File: src/rtl/xgmii_pkg.sv
// rtl/xgmii_pkg.sv - shared XGMII constants, packet-generator state type and MAC lane helper
// Optional feature macro: PKTGEN_CRC_EN (FCS appended in the TERM word).
package xgmii_pkg;

    localparam logic [63:0] XGMII_IDLE          = 64'h0707_0707_0707_0707;
    localparam logic [7:0]  XGMII_IDLE_CTRL     = 8'hFF;
    localparam logic [63:0] XGMII_START_WORD    = 64'hD555_5555_5555_55FB;
    localparam logic [7:0]  XGMII_START_CTRL    = 8'h01;
    localparam logic [63:0] XGMII_TERM_WORD     = 64'h0707_0707_0707_07FD;
    localparam logic [7:0]  XGMII_TERM_CTRL     = 8'hFF;
    // TERM word when the FCS occupies lanes 0-3.
    localparam logic [31:0] XGMII_TERM_CRC_HI   = 32'h0707_07FD;
    localparam logic [7:0]  XGMII_TERM_CRC_CTRL = 8'hF0;
    localparam logic [15:0] ETHERTYPE_PKTGEN    = 16'h88B5;
    localparam logic [31:0] CRC32_INIT          = 32'hFFFF_FFFF;
    localparam logic [31:0] CRC32_POLY_REFL     = 32'hEDB8_8320;

    typedef enum logic [2:0] {
        ST_IDLE,
        ST_PRE,
        ST_HDR0,
        ST_HDR1,
        ST_PAY,
        ST_TERM,
        ST_GAP
    } state_e;

    // MAC byte 0 is the first octet as written (most significant); it is
    // moved to bits [7:0] so it lands on the lowest lane.
    function automatic logic [47:0] mac_lanes(input logic [47:0] mac);
        return {mac[7:0], mac[15:8], mac[23:16], mac[31:24], mac[39:32], mac[47:40]};
    endfunction

endpackage

File: src/rtl/crc32_d64.sv
// rtl/crc32_d64.sv - Ethernet CRC-32 over 64 bits per cycle, lane 0 first
// Ports: clk, rst (sync active-high), clr (load init), en (absorb data),
//        data[63:0] (lane 0 = bits 7:0), fcs[31:0] (final-XORed CRC, byte 0 in bits 7:0).
module crc32_d64
    import xgmii_pkg::*;
(
    input  logic        clk,
    input  logic        rst,
    input  logic        clr,
    input  logic        en,
    input  logic [63:0] data,
    output logic [31:0] fcs
);

    logic [31:0] crc_q;
    logic [31:0] crc_d;

    // Reflected CRC: bit 0 of lane 0 is the first bit on the wire.
    function automatic logic [31:0] crc_step64(input logic [31:0] crc_in, input logic [63:0] d);
        logic [31:0] c;
        logic        fb;
        c = crc_in;
        for (int i = 0; i < 64; i++) begin
            fb = c[0] ^ d[i];
            c  = {1'b0, c[31:1]};
            if (fb) begin
                c = c ^ CRC32_POLY_REFL;
            end
        end
        return c;
    endfunction

    always_comb begin
        crc_d = crc_q;
        if (clr) begin
            crc_d = CRC32_INIT;
        end else if (en) begin
            crc_d = crc_step64(crc_q, data);
        end
    end

    always_ff @(posedge clk) begin
        if (rst) begin
            crc_q <= CRC32_INIT;
        end else begin
            crc_q <= crc_d;
        end
    end

    assign fcs = ~crc_q;

endmodule

File: src/rtl/xgmii_pktgen.sv
// rtl/xgmii_pktgen.sv - XGMII 64-bit test-frame generator with programmable payload and gap
// Ports: clk156, sys_rst (sync active-high), enable, pay_words[LEN_W-1:0],
//        ifg_words[IFG_W-1:0], xgmii_txd[63:0], xgmii_txc[7:0], busy, frame_count[31:0].
// Optional feature macro: PKTGEN_CRC_EN (FCS in lanes 0-3 of the TERM word).
module xgmii_pktgen
    import xgmii_pkg::*;
#(
    parameter logic [47:0] DST_MAC = 48'hFFFF_FFFF_FFFF,
    parameter logic [47:0] SRC_MAC = 48'h0022_3344_5566,
    parameter int          LEN_W   = 8,
    parameter int          IFG_W   = 4
) (
    input  logic             clk156,
    input  logic             sys_rst,
    input  logic             enable,
    input  logic [LEN_W-1:0] pay_words,
    input  logic [IFG_W-1:0] ifg_words,
    output logic [63:0]      xgmii_txd,
    output logic [7:0]       xgmii_txc,
    output logic             busy,
    output logic [31:0]      frame_count
);

    localparam logic [47:0]      DST_L   = mac_lanes(DST_MAC);
    localparam logic [47:0]      SRC_L   = mac_lanes(SRC_MAC);
    localparam logic [63:0]      HDR0_W  = {SRC_L[15:0], DST_L};
    localparam logic [63:0]      HDR1_W  = {16'h0000, ETHERTYPE_PKTGEN[7:0],
                                            ETHERTYPE_PKTGEN[15:8], SRC_L[47:16]};
    localparam logic [LEN_W-1:0] LEN_ONE = {{(LEN_W-1){1'b0}}, 1'b1};
    localparam logic [IFG_W-1:0] IFG_ONE = {{(IFG_W-1){1'b0}}, 1'b1};

    state_e           state_q, state_d;
    logic [63:0]      txd_q, txd_d;
    logic [7:0]       txc_q, txc_d;
    logic [LEN_W-1:0] pay_n_q, pay_n_d;
    logic [IFG_W-1:0] ifg_n_q, ifg_n_d;
    logic [LEN_W-1:0] word_cnt_q, word_cnt_d;
    logic [IFG_W-1:0] gap_cnt_q, gap_cnt_d;
    logic [31:0]      frame_count_q, frame_count_d;
    logic [31:0]      word_idx;
    logic             start;

    assign word_idx = 32'(word_cnt_q);

`ifdef PKTGEN_CRC_EN
    logic [31:0] fcs;
    logic        crc_en;

    // txd_d is the word being registered, so the CRC register is up to date
    // with the last payload word by the time the state reaches TERM.
    assign crc_en = (state_q == ST_HDR0) || (state_q == ST_HDR1) || (state_q == ST_PAY);

    crc32_d64 u_crc (
        .clk  (clk156),
        .rst  (sys_rst),
        .clr  (state_q == ST_PRE),
        .en   (crc_en),
        .data (txd_d),
        .fcs  (fcs)
    );
`endif

    always_comb begin
        state_d       = state_q;
        pay_n_d       = pay_n_q;
        ifg_n_d       = ifg_n_q;
        word_cnt_d    = word_cnt_q;
        gap_cnt_d     = gap_cnt_q;
        frame_count_d = frame_count_q;
        txd_d         = XGMII_IDLE;
        txc_d         = XGMII_IDLE_CTRL;
        start         = 1'b0;

        case (state_q)
            ST_IDLE: begin
                start = enable;
            end
            ST_PRE: begin
                txd_d   = XGMII_START_WORD;
                txc_d   = XGMII_START_CTRL;
                state_d = ST_HDR0;
            end
            ST_HDR0: begin
                txd_d   = HDR0_W;
                txc_d   = 8'h00;
                state_d = ST_HDR1;
            end
            ST_HDR1: begin
                txd_d      = HDR1_W;
                txc_d      = 8'h00;
                word_cnt_d = '0;
                state_d    = ST_PAY;
            end
            ST_PAY: begin
                txc_d = 8'h00;
                // frame_count only moves in TERM, so it still holds the value from frame start.
                txd_d = (word_cnt_q == '0) ? {32'h0, frame_count_q} : {word_idx, word_idx};
                if (word_cnt_q == pay_n_q - LEN_ONE) begin
                    state_d = ST_TERM;
                end else begin
                    word_cnt_d = word_cnt_q + LEN_ONE;
                end
            end
            ST_TERM: begin
`ifdef PKTGEN_CRC_EN
                txd_d = {XGMII_TERM_CRC_HI, fcs};
                txc_d = XGMII_TERM_CRC_CTRL;
`else
                txd_d = XGMII_TERM_WORD;
                txc_d = XGMII_TERM_CTRL;
`endif
                frame_count_d = frame_count_q + 32'd1;
                gap_cnt_d     = '0;
                state_d       = ST_GAP;
            end
            ST_GAP: begin
                if (gap_cnt_q == ifg_n_q - IFG_ONE) begin
                    if (enable) begin
                        start = 1'b1;
                    end else begin
                        state_d = ST_IDLE;
                    end
                end else begin
                    gap_cnt_d = gap_cnt_q + IFG_ONE;
                end
            end
            default: begin
                state_d = ST_IDLE;
            end
        endcase

        // Lengths are captured only here so mid-frame input changes are ignored.
        if (start) begin
            state_d = ST_PRE;
            pay_n_d = (pay_words == '0) ? LEN_ONE : pay_words;
            ifg_n_d = (ifg_words == '0) ? IFG_ONE : ifg_words;
        end
    end

    always_ff @(posedge clk156) begin
        if (sys_rst) begin
            state_q       <= ST_IDLE;
            txd_q         <= XGMII_IDLE;
            txc_q         <= XGMII_IDLE_CTRL;
            pay_n_q       <= LEN_ONE;
            ifg_n_q       <= IFG_ONE;
            word_cnt_q    <= '0;
            gap_cnt_q     <= '0;
            frame_count_q <= 32'd0;
        end else begin
            state_q       <= state_d;
            txd_q         <= txd_d;
            txc_q         <= txc_d;
            pay_n_q       <= pay_n_d;
            ifg_n_q       <= ifg_n_d;
            word_cnt_q    <= word_cnt_d;
            gap_cnt_q     <= gap_cnt_d;
            frame_count_q <= frame_count_d;
        end
    end

    assign xgmii_txd   = txd_q;
    assign xgmii_txc   = txc_q;
    assign busy        = (state_q != ST_IDLE);
    assign frame_count = frame_count_q;

endmodule

File: config.mk
export PLATFORM = sky130hd
export DESIGN_NAME = xgmii_pktgen
export DESIGN_NICKNAME = d
export VERILOG_FILES = /design/src/rtl/xgmii_pkg.sv /design/src/rtl/crc32_d64.sv /design/src/rtl/xgmii_pktgen.sv
export SDC_FILE = /design/constraint.sdc
export NUM_CORES = 1
export LEC_CHECK = 0
export BUFFER_PORTS_ARGS = -buffer_cell sky130_fd_sc_hd__buf_2
export CORE_UTILIZATION = 58
export CTS_CLUSTER_DIAMETER = 120
export CTS_CLUSTER_SIZE = 24
export DETAILED_ROUTE_END_ITERATION = 16
export GPL_TIMING_DRIVEN = 0
export PLACE_DENSITY = 0.95
export SKIP_CTS_REPAIR_TIMING = 1
export SYNTH_ARGS = -nofsm -noshare
export SYNTH_HDL_FRONTEND = slang
export SYNTH_SLANG_ARGS = --single-unit
File: constraint.sdc
create_clock -name clk156 -period 5.9 [get_ports clk156]
set_input_delay 0.295 -clock clk156 [delete_from_list [all_inputs] [get_ports clk156]]
set_output_delay 0.295 -clock clk156 [all_outputs]
set_load 0.005 [all_outputs]
==> results.md, run 1 <==
* Status: complete, no violations
* Maximum buffer depth of the clock tree at 2
* Fin. max-slew vios at 0
* P_int at 0.001087 W
* Final WS setup at 3.380 ns
* Peak VDD IR at 147.1 uV
* Non-Filler Cell Area, Final at 5995 um2
* # port buffers at 115
* Grt total ovfl at 0
* Critical Path Stages at 6
* Initial antenna violation count at 0
* Place WS at 3.516 ns
* DRT antenna net count at 0
* CTS root buf: clkbuf_8
* Synthesis-stage register bit count at 110
* MaxCap Viol Count at 0
* Fmax at 396.8 MHz
* First drt pass iteration count at 6
* Per-cell routed wire length at 16.58 um
* Later-pin clock latency in the skew report at 0.40 ns
* Seq pwr share at 50.6%
* Ys Warns at 0
* CP arrival at 2.74 ns
* CP endpoint kind: register
* CP delay by family, top: simple AND/OR/NAND/NOR gates
* Final period util at 42.72%
* Final nets at 737
* Vias per cell at 6.027
* Max incr delay on CP at 0.46 ns
* NetSw at 0.0005084 W
* Sink Count at 110
* Total core area at 8341 um2
* Initial DRC count at 502
* Mapped Area at 5066 um2
* Worst-margin pin slew at 0.6757 ns
* Fill count at 624
* Combinational power share at 20.5%
* CP max-delay cell: clkbuf_1
* Largest net degree at the start of global routing at 23
* Clock Skew at 0.02228 ns
* Worst Reg-to-Reg Cells at 6
* TritonCTS clock tree: built
* Initial core utilization at 60.74%
* Final core occ at 71.87%
* Die area at 9113 um2
* Ant diodes at 0
* Global-route wire length before repair at 21,170 um
* Hold path cells at 3
* LEAKAGE at 2.505 nW
* Fin Setup TNS at 0 ns
* Placed cell area at 5784 um2
* Drc violations at 0
* Worst hold-check path type: in -> reg
* Total power at 0.001596 W
* Detailed Place HPWL at 9978 um
* Unrepaired setup endpoints after global routing: no
* Most frequent cells in the layout: 122 x buf_2, 110 x dfxtp_1, 61 x nor2_1
* Cts bufs inserted at 9
* H-tree Lvls at 3
* GRT Overall Usage at 30.13%
* Crit path capture: xgmii_txd[2]$_SDFF_PP1_
* Endpoints failing hold at 0
* Via count at 4,978
* Slew HR at 54.96%
* Worst Setup SP: state_q[0]$_SDFFE_PP0P_
* CP Cell Sequence: clkbuf_1 > nor3b_1 > clkbuf_1 > nor2_1 > nor2_1 > o21ai_0
* Sw Share at 31.86%
* Cell row count at 33
* Fraction of registers with async set/reset at 0%
* Clk pin slew, worst setup/hold paths at 0.11 ns
* Fin crit period at 2.520 ns
* Leading cell type in the layout, fill and taps excluded: buf_2
* Required time worst endpoint at 6.12 ns
* Clock share of power at 28.9%
* Cells after Synth at 587
* I/O pin cnt at 120
* Post-Route WL at 13,690 um
* Avg Cell Area, Syn at 8.631 um2
* Reg-to-reg endpoint: xgmii_txd[2]$_SDFF_PP1_
* Reg-to-reg slack, setup at 3.38 ns
* WP buf/inv at 2
* Die height at 95.46 um
* Crit Path Max Fanout at 10
* Post-synth EDFFs at 0
* Layout cells sized above 1 at 25.52%
* Synth Flop Type: dfxtp_1
* Pwr dens at 266.2 nW/um2
* Vias in the first global route at 4,396
* Sequential cell area fraction in the yosys report at 43.47%
* Distinct cell type count after synthesis at 59
* Die X-Extent at 95.46 um
* CP startpoint kind: register
* Placer Congestion at 0.9931
* Layout area overhead at 18.33%
* Worst Path Class, Setup: reg -> reg
* Final setup violation count at 0
* Reg2reg start: state_q[0]$_SDFFE_PP0P_
metrics by stage:
stage	hold WS, ns	instances
after global routing	0.1615	826
after detailed placement	0.4865	810
after global placement	0.4697	810
final	0.1516	826
after CTS	0.1605	826
after floorplan	0.3953	590
worst min-delay path, stage by stage:
cell and delay, ns:
buf_2 0.09, mux2i_1 0.06, nor2_1 0.07
synthesized netlist by cell type, types with 5 or more instances:
cell type  number  share of area, %
a21oi_1        50               4.9
nand3_1        18               1.8
mux2i_1        12               2.4
inv_1          15               1.1
clkbuf_1       25               1.9
a21o_1          8               1.2
o21ai_0        18               1.8
or3_1          13               1.6
a211o_1         5              0.86
xor2_1         12               2.1
nand2b_1       11               1.4
nand2_1        42               3.1
nand4_1        12               1.5
buf_4          23               3.4
nor2_1         61               4.5
a31oi_1         5              0.62
ha_1            6               1.5
nor4_1         18               2.2
o211ai_1        5              0.74
buf_2           7              0.69
nor2_2          8              0.99
nor3_1         14               1.4
and4_1          6               1.0
xnor2_1        24               4.1
dfxtp_1       110                43
o21a_1          5              0.74
nor2b_1         7              0.86
logic make-up after synthesis:
family                   count (synthesis)  share of synthesized area (%)
XOR/XNOR                                37                          6.693
flip-flops                             110                          43.47
buffers and inverters                   73                          7.656
AO/OA/AOI/OAI                          116                          14.37
other                                    1                        0.07402
AND/OR/NAND/NOR                        232                          23.88
adder cells (fa/ha/maj)                  6                          1.482
multiplexers                            12                          2.371
worst min-delay path by stage:
stage                              start                         to  slack, ns
4_1_cts                     ifg_words[2]    ifg_n_q[2]$_SDFFE_PP0P_       0.16
3_5_place_dp   gap_cnt_q[3]$_SDFFE_PP0P_  gap_cnt_q[3]$_SDFFE_PP0P_       0.49
6_report                    pay_words[4]    pay_n_q[4]$_SDFFE_PP0P_       0.15
2_1_floorplan                    sys_rst   xgmii_txd[44]$_SDFF_PP0_       0.40
5_1_grt                     ifg_words[3]    ifg_n_q[3]$_SDFFE_PP0P_       0.16
3_3_place_gp   gap_cnt_q[3]$_SDFFE_PP0P_  gap_cnt_q[3]$_SDFFE_PP0P_       0.47
area by class of cell:
cell class / instances / area (um2) / area share (%)
plain buffers: 58 / 331.6 / 5.531
repair buffers: 115 / 575.6 / 9.601
well taps: 105 / 131.4 / 2.192
clock inverters: 7 / 86.33 / 1.440
clock buffers: 9 / 123.9 / 2.066
multi-input cells: 407 / 2487 / 41.49
inverters: 15 / 56.30 / 0.9393
flip-flops and latches: 110 / 2202 / 36.74
power groups by stage:
| stage | Sequential, W | Clock [W] | Combinational (W) |
|---|---|---|---|
| after detailed placement | 0.000825 | 0 | 0.000316 |
| final | 0.000808 | 0.000461 | 0.000327 |
| after global placement | 0.000822 | 0 | 0.000307 |
| after floorplan | 0.000824 | 0 | 0.000207 |
| after CTS | 0.000808 | 0.000460 | 0.000319 |
| after global routing | 0.000813 | 0.000491 | 0.000354 |
layer usage:
layer / track usage (%) / vias up / wire [um]
met5: 0 / - / 0
met4: 12.94 / 0 / 389
li1: - / 2279 / -
met3: 5.502 / 52 / 1173
met2: 48.93 / 307 / 6555
met1: 39.14 / 2340 / 5573
registers in the layout, summed over array words and instances (netlist names):
register and cells:
xgmii_txd 49, state_q 3, frame_count 32, xgmii_txc 2
pay_n_q 8, ifg_n_q 4, gap_cnt_q 4, word_cnt_q 8
(Power assumes the default switching activity.)
==> run 2, diff against run 1 <==
--- a/config.mk
+++ b/config.mk
@@ -6,12 +6,12 @@
 export NUM_CORES = 1
 export LEC_CHECK = 0
 export BUFFER_PORTS_ARGS = -buffer_cell sky130_fd_sc_hd__buf_2
-export CORE_UTILIZATION = 58
+export CORE_UTILIZATION = 54
 export CTS_CLUSTER_DIAMETER = 120
 export CTS_CLUSTER_SIZE = 24
 export DETAILED_ROUTE_END_ITERATION = 16
 export GPL_TIMING_DRIVEN = 0
-export PLACE_DENSITY = 0.95
+export PLACE_DENSITY = 0.92
 export SKIP_CTS_REPAIR_TIMING = 1
 export SYNTH_ARGS = -nofsm -noshare
 export SYNTH_HDL_FRONTEND = slang
==> constraint.sdc (replaced) <==
create_clock -name clk156 -period 2.6 [get_ports clk156]
set_input_delay 0.13 -clock clk156 [delete_from_list [all_inputs] [get_ports clk156]]
set_output_delay 0.13 -clock clk156 [all_outputs]
set_load 0.005 [all_outputs]
==> results.md, run 2 (synthesis gave the netlist of run 1 again) <==
* Fin Setup TNS at 0 ns
* # port buffers at 115
* Grt total ovfl at 0
* LEAKAGE at 2.507 nW
* Initial DRC count at 480
* Initial core utilization at 56.98%
* Leading cell type in the layout, fill and taps excluded: buf_2
* Final WS setup at 0.09047 ns
* Cell row count at 34
* CTS root buf: clkbuf_8
* CP startpoint kind: register
* Status: finished, violations left
* Reg-to-reg slack, setup at 0.09 ns
* Slew HR at 58.00%
* Fmax at 398.5 MHz
* Layout area overhead at 18.65%
* Die height at 98.86 um
* Die area at 9773 um2
* Worst-margin pin slew at 0.6300 ns
* Initial antenna violation count at 0
* Later-pin clock latency in the skew report at 0.40 ns
* Drc violations at 0
* Ant diodes at 0
* Post-Route WL at 13,700 um
* Worst Reg-to-Reg Cells at 8
* CP endpoint kind: register
* GRT Overall Usage at 28.37%
* Layout cells sized above 1 at 25.59%
* Final setup violation count at 0
* Total core area at 8891 um2
* Max FFs per register at 49
* Global-route wire length before repair at 21,870 um
* DRT antenna net count at 0
* Maximum buffer depth of the clock tree at 2
* Reg-to-reg endpoint: pay_n_q[2]$_SDFFE_PP0P_
* Fin. max-slew vios at 0
* First drt pass iteration count at 5
* Detailed Place HPWL at 9786 um
* Vias in the first global route at 4,430
* Peak VDD IR at 342.8 uV
* Per-cell routed wire length at 16.48 um
* MaxCap Viol Count at 0
* Place WS at 0.2006 ns
* Via count at 4,979
* Final core occ at 67.60%
* Reg2reg start: ifg_n_q[0]$_SDFFE_PP1P_
* Fin crit period at 2.510 ns
* Hold_ws at -0.01229 ns
* Pwr dens at 601.1 nW/um2
* Endpoints failing hold at 6
* Crit Path Max Fanout at 10
* Required time worst endpoint at 2.87 ns
* TritonCTS clock tree: built
* Worst hold-check path type: in -> reg
* Clock Skew at 0.02593 ns
* Die X-Extent at 98.86 um
* Unrepaired setup endpoints after global routing: no
* Final period util at 96.52%
* Placer Congestion at 0.9745
* Failing checks: hold timing
* Clk pin slew, worst setup/hold paths at 0.11 ns
* Sink Count at 110
* Most frequent cells in the layout: 122 x buf_2, 110 x dfxtp_1, 60 x nor2_1
* H-tree Lvls at 3
* Cts bufs inserted at 9
* Worst Setup SP: ifg_n_q[0]$_SDFFE_PP1P_
* Worst Path Class, Setup: reg -> reg
* Final nets at 739
* Largest net degree at the start of global routing at 22
* Vias per cell at 5.992
* CP arrival at 2.78 ns
* Crit path capture: pay_n_q[2]$_SDFFE_PP0P_
* I/O pin cnt at 120
-- run 2: changes by cell type in the layout (fill, tap and decap cells not counted) --
cell,delta
clkinv_2,+1
clkinv_4,-1
clkinv_8,-1
clkinvlp_4,+1
dlygate4sd3_1,+2
inv_6,-1
inv_8,+1
nor2_1,-1
nor2_2,+1
-- run 2: power by group --
group          leakage, nW  total, W  internal, W  switching [W]
Sequential           0.893   0.00183      0.00178      0.0000557
Clock               0.0988   0.00103     0.000378       0.000654
Combinational         1.52  0.000748     0.000306       0.000441
-- run 2: layout make-up --
cell class | instances | area (um2)
clock buffers | 9 | 123.9
plain buffers | 58 | 331.6
repair buffers | 117 | 595.6
well taps | 108 | 135.1
clock inverters | 7 | 76.32
inverters | 15 | 56.30
flip-flops and latches | 110 | 2202
multi-input cells | 407 | 2490
fillers | 712 | 2880
-- run 2: metrics by stage --
step                cells  instance area (um2)  hold WS, ns  total power (W)
global placement      813                 5788       0.3766         0.002565
floorplan             590                 5077       0.2303         0.002339
detailed placement    813                 5788       0.3859         0.002590
global route          831                 6011    0.0001670         0.003765
CTS                   829                 5988     -0.01074         0.003583
finish                831                 6011     -0.01229         0.003613
-- run 2: routing by layer --
layer	track usage [%]	part of all wire, %
met1	38.47	42
met2	45.13	46
met3	4.255	9.5
met4	12.17	3.1
met5	0	0
-- run 2: how the worst min path moves through the flow --
stage / startpoint / end / depth (start not counted)
after detailed placement: pay_words[1] / pay_n_q[1]$_SDFFE_PP0P_ / 3
after global routing: ifg_words[3] / ifg_n_q[3]$_SDFFE_PP0P_ / 3
after global placement: ifg_words[2] / ifg_n_q[2]$_SDFFE_PP0P_ / 3
final: ifg_words[1] / ifg_n_q[1]$_SDFFE_PP0P_ / 3
after CTS: pay_words[1] / pay_n_q[1]$_SDFFE_PP0P_ / 3
after floorplan: sys_rst / xgmii_txd[44]$_SDFF_PP0_ / 1
-- run 2: critical path, stage by stage (launching register included) --
cell and delay, ns:
dfxtp_1 0.43, inv_1 0.07, ha_1 0.31, xnor2_1 0.13, nor3_1 0.49, a31oi_1 0.36, buf_2 0.33, mux2i_1 0.22
nor2_1 0.05
==> run 3, diff against run 2 <==
--- a/config.mk
+++ b/config.mk
@@ -5,13 +5,13 @@
 export SDC_FILE = /design/constraint.sdc
 export NUM_CORES = 1
 export LEC_CHECK = 0
-export BUFFER_PORTS_ARGS = -buffer_cell sky130_fd_sc_hd__buf_2
-export CORE_UTILIZATION = 54
+export CORE_UTILIZATION = 58
 export CTS_CLUSTER_DIAMETER = 120
 export CTS_CLUSTER_SIZE = 24
 export DETAILED_ROUTE_END_ITERATION = 16
+export DONT_BUFFER_PORTS = 1
 export GPL_TIMING_DRIVEN = 0
-export PLACE_DENSITY = 0.92
+export PLACE_DENSITY = 0.86
 export SKIP_CTS_REPAIR_TIMING = 1
 export SYNTH_ARGS = -nofsm -noshare
 export SYNTH_HDL_FRONTEND = slang
==> constraint.sdc (replaced) <==
create_clock -name clk156 -period 3 [get_ports clk156]
set_input_delay 0.15 -clock clk156 [delete_from_list [all_inputs] [get_ports clk156]]
set_output_delay 0.15 -clock clk156 [all_outputs]
set_load 0.005 [all_outputs]
==> results.md, run 3 (synthesis gave the netlist of run 1 again) <==
* Final nets at 633
* I/O pin cnt at 120
* Worst hold-check path type: in -> reg
* Sw Share at 31.35%
* Clk pin slew, worst setup/hold paths at 0.11 ns
* DRT antenna net count at 0
* Pwr dens at 553.9 nW/um2
* Grt total ovfl at 0
* Unrepaired setup endpoints after global routing: no
* Final period util at 81.74%
* Total core area at 8341 um2
* GR Util met3 at 6.858%
* Seq pwr share at 52.5%
* NetSw at 0.0009583 W
* TritonCTS clock tree: built
* Slew HR at 54.55%
* Die X-Extent at 95.46 um
* Reg-to-reg endpoint: xgmii_txd[2]$_SDFF_PP1_
* Ant diodes at 0
* Die area at 9113 um2
* Reg-to-reg slack, setup at 0.55 ns
* GRT met1 Usage at 38.51%
* First drt pass iteration count at 5
* Initial core utilization at 60.74%
* Clock share of power at 29.4%
* Fin. max-slew vios at 0
* Detailed Place HPWL at 9260 um
* M2 GR Usage at 44.40%
* Layout area overhead at 8.916%
* Peak VDD IR at 268.6 uV
* GRT Overall Usage at 28.85%
* Post-Route WL at 12,960 um
* P_int at 0.002098 W
* GR peak layer: met2
* Endpoints failing hold at 0
* Status: complete, no violations
* Largest net degree at the start of global routing at 21
* Maximum buffer depth of the clock tree at 2
* Worst-margin pin slew at 0.6810 ns
* Layout cells sized above 1 at 11.18%
* Final setup violation count at 0
* Vias per cell at 6.143
* Final core occ at 66.16%
* MaxCap Viol Count at 0
* Combinational power share at 18.1%
* CTS root buf: clkbuf_8
* Reg2reg start: state_q[0]$_SDFFE_PP0P_
* Sink Count at 110
* Max FFs per register at 49
* Fin crit period at 2.452 ns
* Fin Setup TNS at 0 ns
* Per-cell routed wire length at 17.96 um
* Worst Path Class, Setup: reg -> reg
* Global-route wire length before repair at 20,200 um
* LEAKAGE at 2.029 nW
* Placer Congestion at 0.9978
* Worst Reg-to-Reg Cells at 6
* Cell row count at 33
* Most frequent cells in the layout: 110 x dfxtp_1, 61 x nor2_1, 50 x a21oi_1
* Final WS setup at 0.5478 ns
* Crit Path Max Fanout at 10
* Hold path cells at 3
* Via count at 4,435
* CP arrival at 2.66 ns
* Initial antenna violation count at 0
* CP startpoint kind: register
* Place WS at 0.6299 ns
* Die height at 95.46 um
* Drc violations at 0
* Cts bufs inserted at 9
* Clock Skew at 0.01575 ns
* Fmax at 407.8 MHz
* WHS Endpoint: ifg_n_q[0]$_SDFFE_PP1P_
* H-tree Lvls at 3
* # port buffers at 0
* Hold path start: ifg_words[0]
* Leading cell type in the layout, fill and taps excluded: dfxtp_1
* Required time worst endpoint at 3.20 ns
* CP endpoint kind: register
* Later-pin clock latency in the skew report at 0.38 ns
* Initial DRC count at 397
* Vias in the first global route at 3,984
run 3: routing by layer:
| layer | up-vias | share of wire, % |
|---|---|---|
| li1 | 2080 | - |
| met1 | 2071 | 41 |
| met2 | 248 | 46 |
| met3 | 36 | 9.9 |
| met4 | 0 | 3.2 |
| met5 | - | 0 |
run 3: cell type report:
cell class	count	area (um2)
multi-input combinational	407	2487
clock buffer	10	137.6
sequential	110	2202
clock inverter	6	61.31
timing repair buffer	11	110.1
fill	673	2823
inverter	15	56.30
tap	105	131.4
buffer	58	331.6
run 3: power by group through the flow:
stage,Sequential (W),Combinational [W],Clock [W]
after floorplan,0.00162,0.000406,0
after global placement,0.00163,0.000506,0
after detailed placement,0.00164,0.000523,0
after CTS,0.00160,0.000526,0.000895
after global routing,0.00162,0.000607,0.000955
final,0.00160,0.000553,0.000899
run 3: metrics by stage:
stage	hold slack [ns]	std cells	area [um2]	power [W]
2_1_floorplan	0.2503	590	5077	0.002027
3_5_place_dp	0.2921	695	5209	0.002161
5_1_grt	0.004675	722	5518	0.003180
4_1_cts	-0.1103	711	5408	0.003025
3_3_place_gp	0.2933	695	5209	0.002141
6_report	0.0003553	722	5518	0.003057
run 3: worst max-delay path by stage:
stage,startpoint,endpoint,slack (ns),depth (start not counted)
6_report,state_q[0]$_SDFFE_PP0P_,xgmii_txd[2]$_SDFF_PP1_,0.55,6
2_1_floorplan,ifg_n_q[0]$_SDFFE_PP1P_,ifg_n_q[1]$_SDFFE_PP0P_,1.03,8
4_1_cts,state_q[0]$_SDFFE_PP0P_,xgmii_txd[2]$_SDFF_PP1_,0.61,6
3_5_place_dp,state_q[0]$_SDFFE_PP0P_,xgmii_txd[2]$_SDFF_PP1_,0.63,6
5_1_grt,state_q[0]$_SDFFE_PP0P_,xgmii_txd[2]$_SDFF_PP1_,0.27,6
3_3_place_gp,state_q[0]$_SDFFE_PP0P_,xgmii_txd[2]$_SDFF_PP1_,0.68,6
run 3: critical path, stage by stage (launching register included):
cell	delay (ns)
dfxtp_1	0.40
clkbuf_1	0.26
nor3b_1	0.44
clkbuf_1	0.42
nor2_1	0.09
nor2_1	0.40
o21ai_0	0.27
